--- config.mk ---
export PLATFORM = sky130hd
export DESIGN_NAME = spram_arbiter
export DESIGN_NICKNAME = d
export VERILOG_FILES = /design/src/rtl/spram_arbiter.sv
export SDC_FILE = /design/constraint.sdc
export NUM_CORES = 1
export LEC_CHECK = 0
export ABC_AREA = 1
export CORE_AREA = 2 2 88 90
export DETAILED_ROUTE_END_ITERATION = 6
export DIE_AREA = 0 0 90 92
export GPL_ROUTABILITY_DRIVEN = 0
export GPL_TIMING_DRIVEN = 0
export HOLD_SLACK_MARGIN = 0.03
export PLACE_DENSITY = 0.77
export SETUP_SLACK_MARGIN = 0.05
export SLEW_MARGIN = 15
export SYNTH_ARGS = -nofsm -noshare
export SYNTH_HDL_FRONTEND = slang
export SYNTH_SLANG_ARGS = --single-unit
export TNS_END_PERCENT = 20
--- constraint.sdc ---
create_clock -name clk -period 1.7 [get_ports clk]
set_input_delay 0.34 -clock clk [delete_from_list [all_inputs] [get_ports clk]]
set_output_delay 0.34 -clock clk [all_outputs]
set_load 0.005 [all_outputs]
--- src/rtl/spram_arbiter.sv ---
// Two-port arbiter in front of one single-port RAM: combinational grant, read data valid one cycle after grant.
// Backpressure: a requester holds req/we/addr/din until its gnt; round robin or fixed priority with starvation guard.
module spram_arbiter #(
    parameter int ADDR_BITS = 7,
    parameter int DATA_BITS = 32,
    parameter int PRIO_MODE = 0,
    parameter int MAX_WAIT  = 8
) (
    input  logic                 clk,
    input  logic                 rst,

    input  logic                 a_req,
    input  logic                 a_we,
    input  logic [ADDR_BITS-1:0] a_addr,
    input  logic [DATA_BITS-1:0] a_din,
    output logic                 a_gnt,
    output logic                 a_rvalid,
    output logic [DATA_BITS-1:0] a_rdata,

    input  logic                 b_req,
    input  logic                 b_we,
    input  logic [ADDR_BITS-1:0] b_addr,
    input  logic [DATA_BITS-1:0] b_din,
    output logic                 b_gnt,
    output logic                 b_rvalid,
    output logic [DATA_BITS-1:0] b_rdata,

    output logic                 ram_en,
    output logic                 ram_we,
    output logic [ADDR_BITS-1:0] ram_addr,
    output logic [DATA_BITS-1:0] ram_din,
    input  logic [DATA_BITS-1:0] ram_dout
);

    typedef enum logic {
        PORT_A = 1'b0,
        PORT_B = 1'b1
    } port_t;

    localparam logic [7:0] WAIT_LIMIT = 8'(MAX_WAIT);

    port_t      last_grant;
    logic [7:0] wait_cnt;
    logic       a_rd_pend;
    logic       b_rd_pend;
    logic       contention;
    logic       b_wins;

    // Grant decision; forced low while reset is asserted so the RAM sees no access.
    always_comb begin
        contention = a_req & b_req;
        if (PRIO_MODE == 0) begin
            b_wins = (last_grant == PORT_A);
        end else begin
            b_wins = (wait_cnt == WAIT_LIMIT);
        end

        a_gnt = 1'b0;
        b_gnt = 1'b0;
        if (!rst) begin
            if (contention) begin
                a_gnt = ~b_wins;
                b_gnt = b_wins;
            end else begin
                a_gnt = a_req;
                b_gnt = b_req;
            end
        end
    end

    always_comb begin
        ram_en   = a_gnt | b_gnt;
        ram_we   = 1'b0;
        ram_addr = '0;
        ram_din  = '0;
        if (a_gnt) begin
            ram_we   = a_we;
            ram_addr = a_addr;
            ram_din  = a_din;
        end else if (b_gnt) begin
            ram_we   = b_we;
            ram_addr = b_addr;
            ram_din  = b_din;
        end
    end

    always_ff @(posedge clk or posedge rst) begin
        if (rst) begin
            last_grant <= PORT_B;
            wait_cnt   <= '0;
            a_rd_pend  <= 1'b0;
            b_rd_pend  <= 1'b0;
        end else begin
            if (a_gnt) begin
                last_grant <= PORT_A;
            end else if (b_gnt) begin
                last_grant <= PORT_B;
            end

            // Counts consecutive contentions B has lost; saturates at the limit.
            if (!b_req || b_gnt) begin
                wait_cnt <= '0;
            end else if (wait_cnt != WAIT_LIMIT) begin
                wait_cnt <= wait_cnt + 8'd1;
            end

            a_rd_pend <= a_gnt & ~a_we;
            b_rd_pend <= b_gnt & ~b_we;
        end
    end

    assign a_rvalid = a_rd_pend;
    assign b_rvalid = b_rd_pend;
    assign a_rdata  = ram_dout;
    assign b_rdata  = ram_dout;

endmodule

## After elaboration in Yosys (flattened, before gate mapping)

Index checks and enable logic that the tools add are counted.

- Bits of input ports: 116
- Output and inout port bits: 109
- Bits in registers: 3
- Logic and storage cells: 23

- Reduce and logical (&&, ||, !) cells: 1
- Bitwise operators: 7
- Mux-type cells: 12

Operators with widths:

| cell | number |
|---|---|
| $mux W32 | 2 |
| $mux W7 | 2 |
| $mux W1 | 8 |
| $and A1 B1 Y1 | 3 |
| $not A1 Y1 | 3 |
| $reduce_bool A2 Y1 | 1 |
| $or A1 B1 Y1 | 1 |

## Longest topological paths before layout

- Word-level depth: 5
- Gate-level depth with buffers: 5
- Mapped depth without buffers: 5

## Worst setup path before layout

Ideal clock, no wire load.

- Path kind: flip-flop to output port
- Start: register last_grant
- End: output ram_din[10]
- Data required time: 1.360 ns
- Data arrival time: 0.921 ns
- Cell stages (with the launch flop): 6
- Path buffers: 1
- Path slack: 0.439 ns
- Cell sequence: dfstp_2 inv_1 nand2_4 buf_4 nand3_1 nand2_1

- Word-level cells in the longest chain between the ends: 5
- Elaborated cells on any way between the ends: 7
- Classes of those cells: mux: 6; bitwise: 1

Ends and longest elaborated chain:

| item | RTL line | source |
|---|---|---|
| start, declared | 42 | `port_t last_grant;` |
| start signal, assigned | 89 | `last_grant <= PORT_B;` |
| start signal, assigned | 95 | `last_grant <= PORT_A;` |
| start signal, assigned | 97 | `last_grant <= PORT_B;` |
| $not A1 Y1 | 53 | `b_wins = (last_grant == PORT_A);` |
| $mux W1 | 61 | `if (contention) begin` |
| $mux W1 | 60 | `if (!rst) begin` |
| $mux W32 | 80 | `end else if (b_gnt) begin` |
| $mux W32 (*) | 76 | `if (a_gnt) begin` |
| end, declared | 31 | `output logic [DATA_BITS-1:0] ram_din,` |

Every way passes the cells marked *; elsewhere a longest branch is shown, timed or not.

## Worst setup path after layout

- Start: register last_grant
- End: output ram_din[20]

The elaborated chain is that of the path after synthesis.

==> impl_metrics.yaml <==
status:
  status: "finished with violations"
  violations: "negative setup slack"
yosys:
  synth_cell_types: 15
  netlist_instances: 225
  synthesis.nets: 341
  netlist_area_mm2: 0.00142
  synth-seq-cells: 3
  yosysSeqAreaShare_pct: 5.38
  postSynthAreaPerCell_um2: 6.30
  ys_warn_count: 0
worst_hold_path:
  hold_path_class: "input pin to async pin"
setup_path:
  crit_path_frequent_cell: "buf_6"
  cp_cell_sequence: "inv_2 -> nand2_4 -> buf_6 -> buf_6 -> buf_6 -> nand3_2 -> nand2_1 -> buf_2"
  end_kind: "output port"
  slowest_stage: "dfstp_2"
  cpPeakStageDelay_ps: 530
  required_ps: 1360
  start_kind: "register"
  worst-setup-path-type: "register to output port"
  critical_path_arrival_ps: 1460
  crit_fanout: 5
power:
  p_per_area_mw_per_mm2: 344
  p_total_mw: 1.31
  p_leak_nw: 1.91
  ir_drop_uv: 146
timing:
  slew_headroom_pct: 87.2
  drv_slew: 0
  fmax_mhz: 555
  finalHoldViolations: 0
  fin_crit_sh_pct: 106
  post-route-min-period_ps: 1800
  worstMarginPinSlew_ps: 192
  worst_slack_ps: -103
  finalSetupViolCount: 26
  skew_ps: 1.28
  fin_tns_setup_ps: -1740
  rsz0062_at_grt: "true"
cells_and_area:
  multiInputGateArea_um2: 771
  drive_gt1_share_pct: 43.1
  fin_nets: 574
  diodes: 0
  final_util_pct: 51.2
  n_fill_cell: 762
  ff_latch_area_um2: 76.3
  final_common_cell: "clkdlybuf4s50_1"
  syn_to_final_growth_pct: 169
  final_cell_mix: "clkdlybuf4s50_1, buf_4, buf_2"
detailed_routing:
  vias: 2435
  drcViolationCount: 0
  via_per_inst: 4.36
  wl_um: 7360
  drtAntennaViolNets: 0
  drt_iter0_markers: 26
  wl_per_cell_um: 13.2
  first_pass_iters: 4
global_route:
  track_usage_pct: 16.7
  grt_pass1_wl_um: 11500
  grt_max_degree: 13
  antenna_found_initial: 0
  grt_util_met2_pct: 32.9
  gr-usage-met3_pct: 3.45
  grt_overflow_total: 0
  first_global_vias: 2459
  use_met1_pct: 17.8
  grt_most_used_layer: "met2"
clock_tree:
  path_clk_slew_ps: 30
  cts_max_level: 1
  cts_made_buffers: 3
  cts_max_path_buffers: 2
  cts_sinks: 3
  tritoncts: "yes"
  cts_root_buffer: "clkbuf_8"
  clk_latency_ps: 220
placed_design:
  dp_hpwl_um: 5500
  port_buffers: 191
die:
  core_mm2: 0.00745
  die_area_mm2: 0.00828
  die-width_um: 90
  start_util_pct: 19.0
  die_h_um: 92
  pin_count: 225
  rows: 32
flow_run:
  maxCapViolations: 0
## path summary, 6_finish.rpt
path / from / end / slack, ps / cells after the start
worst max-delay path: last_grant / ram_din[20] / -100 / 8
worst min-delay path: rst / b_rvalid / 410 / 4
worst max register to register: last_grant / last_grant / 570 / 7
worst min register to register: last_grant / last_grant / 620 / 4
max in group asynchronous: rst / last_grant / 1090 / 4
min in group clk: b_req / b_rvalid / 450 / 3
## kinds of logic after synthesis
kind of cell  Yosys count  synth area share [%]
buf+inv                91                  46.1
flops                   3                  5.38
simple gates          131                  48.5
## synthesized netlist by cell type
| cell | instances | area (um2) |
|---|---|---|
| buf_8 | 1 | 15.0 |
| dfstp_2 | 1 | 26.3 |
| nand2_1 | 46 | 173 |
| nand2_4 | 1 | 11.3 |
| inv_1 | 5 | 18.8 |
| nor2_1 | 2 | 7.51 |
| nand4_1 | 40 | 250 |
| inv_2 | 1 | 3.75 |
| buf_4 | 68 | 510 |
| buf_2 | 12 | 60.1 |
| nand3_1 | 35 | 175 |
| dfrtp_1 | 2 | 50.1 |
| buf_6 | 4 | 45.0 |
| nand3_2 | 6 | 60.1 |
| nor2_4 | 1 | 11.3 |
## power breakdown
part	switching, mW	internal [mW]	total (mW)
Sequential	0.00335	0.0801	0.0835
Clock	0.0526	0.160	0.213
Combinational	0.350	0.665	1.01
Total	0.406	0.905	1.31
## stage by stage
stage          hold WS, ps  setup WS, ps  area [um2]  std cells
3_5_place_dp           604          -592        3460        518
3_3_place_gp           610          -604        3460        518
5_1_grt                416          -183        3810        559
2_1_floorplan          263           439        1420        225
6_report               406          -103        3810        559
4_1_cts                401          -135        3760        553
## sequential cells by signal, summed over array words and instances (netlist names)
name,cells
b_rvalid,1
a_rvalid,1
last_grant,1
## layout make-up
cell class / count / share of cell area [%]
timing repair buffer: 228 / 54.7
multi-input combinational: 131 / 20.2
buffer: 85 / 18.0
tap: 102 / 3.35
sequential: 3 / 2.00
clock buffer: 4 / 1.18
inverter: 6 / 0.591
## timing repair
item,4_1_cts,5_1_grt
endpoints found under the setup margin,43,43
setup buffers,25,6
resized for setup,226,6
cloned,6,0
hold buffers,0,0
pin swaps,26,16
## worst max-delay path, delay by kind of cell (launching register included)
family	cells	cell delay, ps
AND/OR/NAND/NOR	3	230
flip-flops	1	530
buffers and inverters	5	470
## routing by layer
| layer | routed length [um] | share of wire [%] | vias to the layer above |
|---|---|---|---|
| met2 | 3960 | 54 | 136 |
| met4 | 114 | 1.5 | 0 |
| met3 | 570 | 7.7 | 15 |
| met1 | 2710 | 37 | 1112 |
| met5 | 0 | 0 | - |
| li1 | - | - | 1172 |
Note: power is estimated with default switching activity, not from simulation.
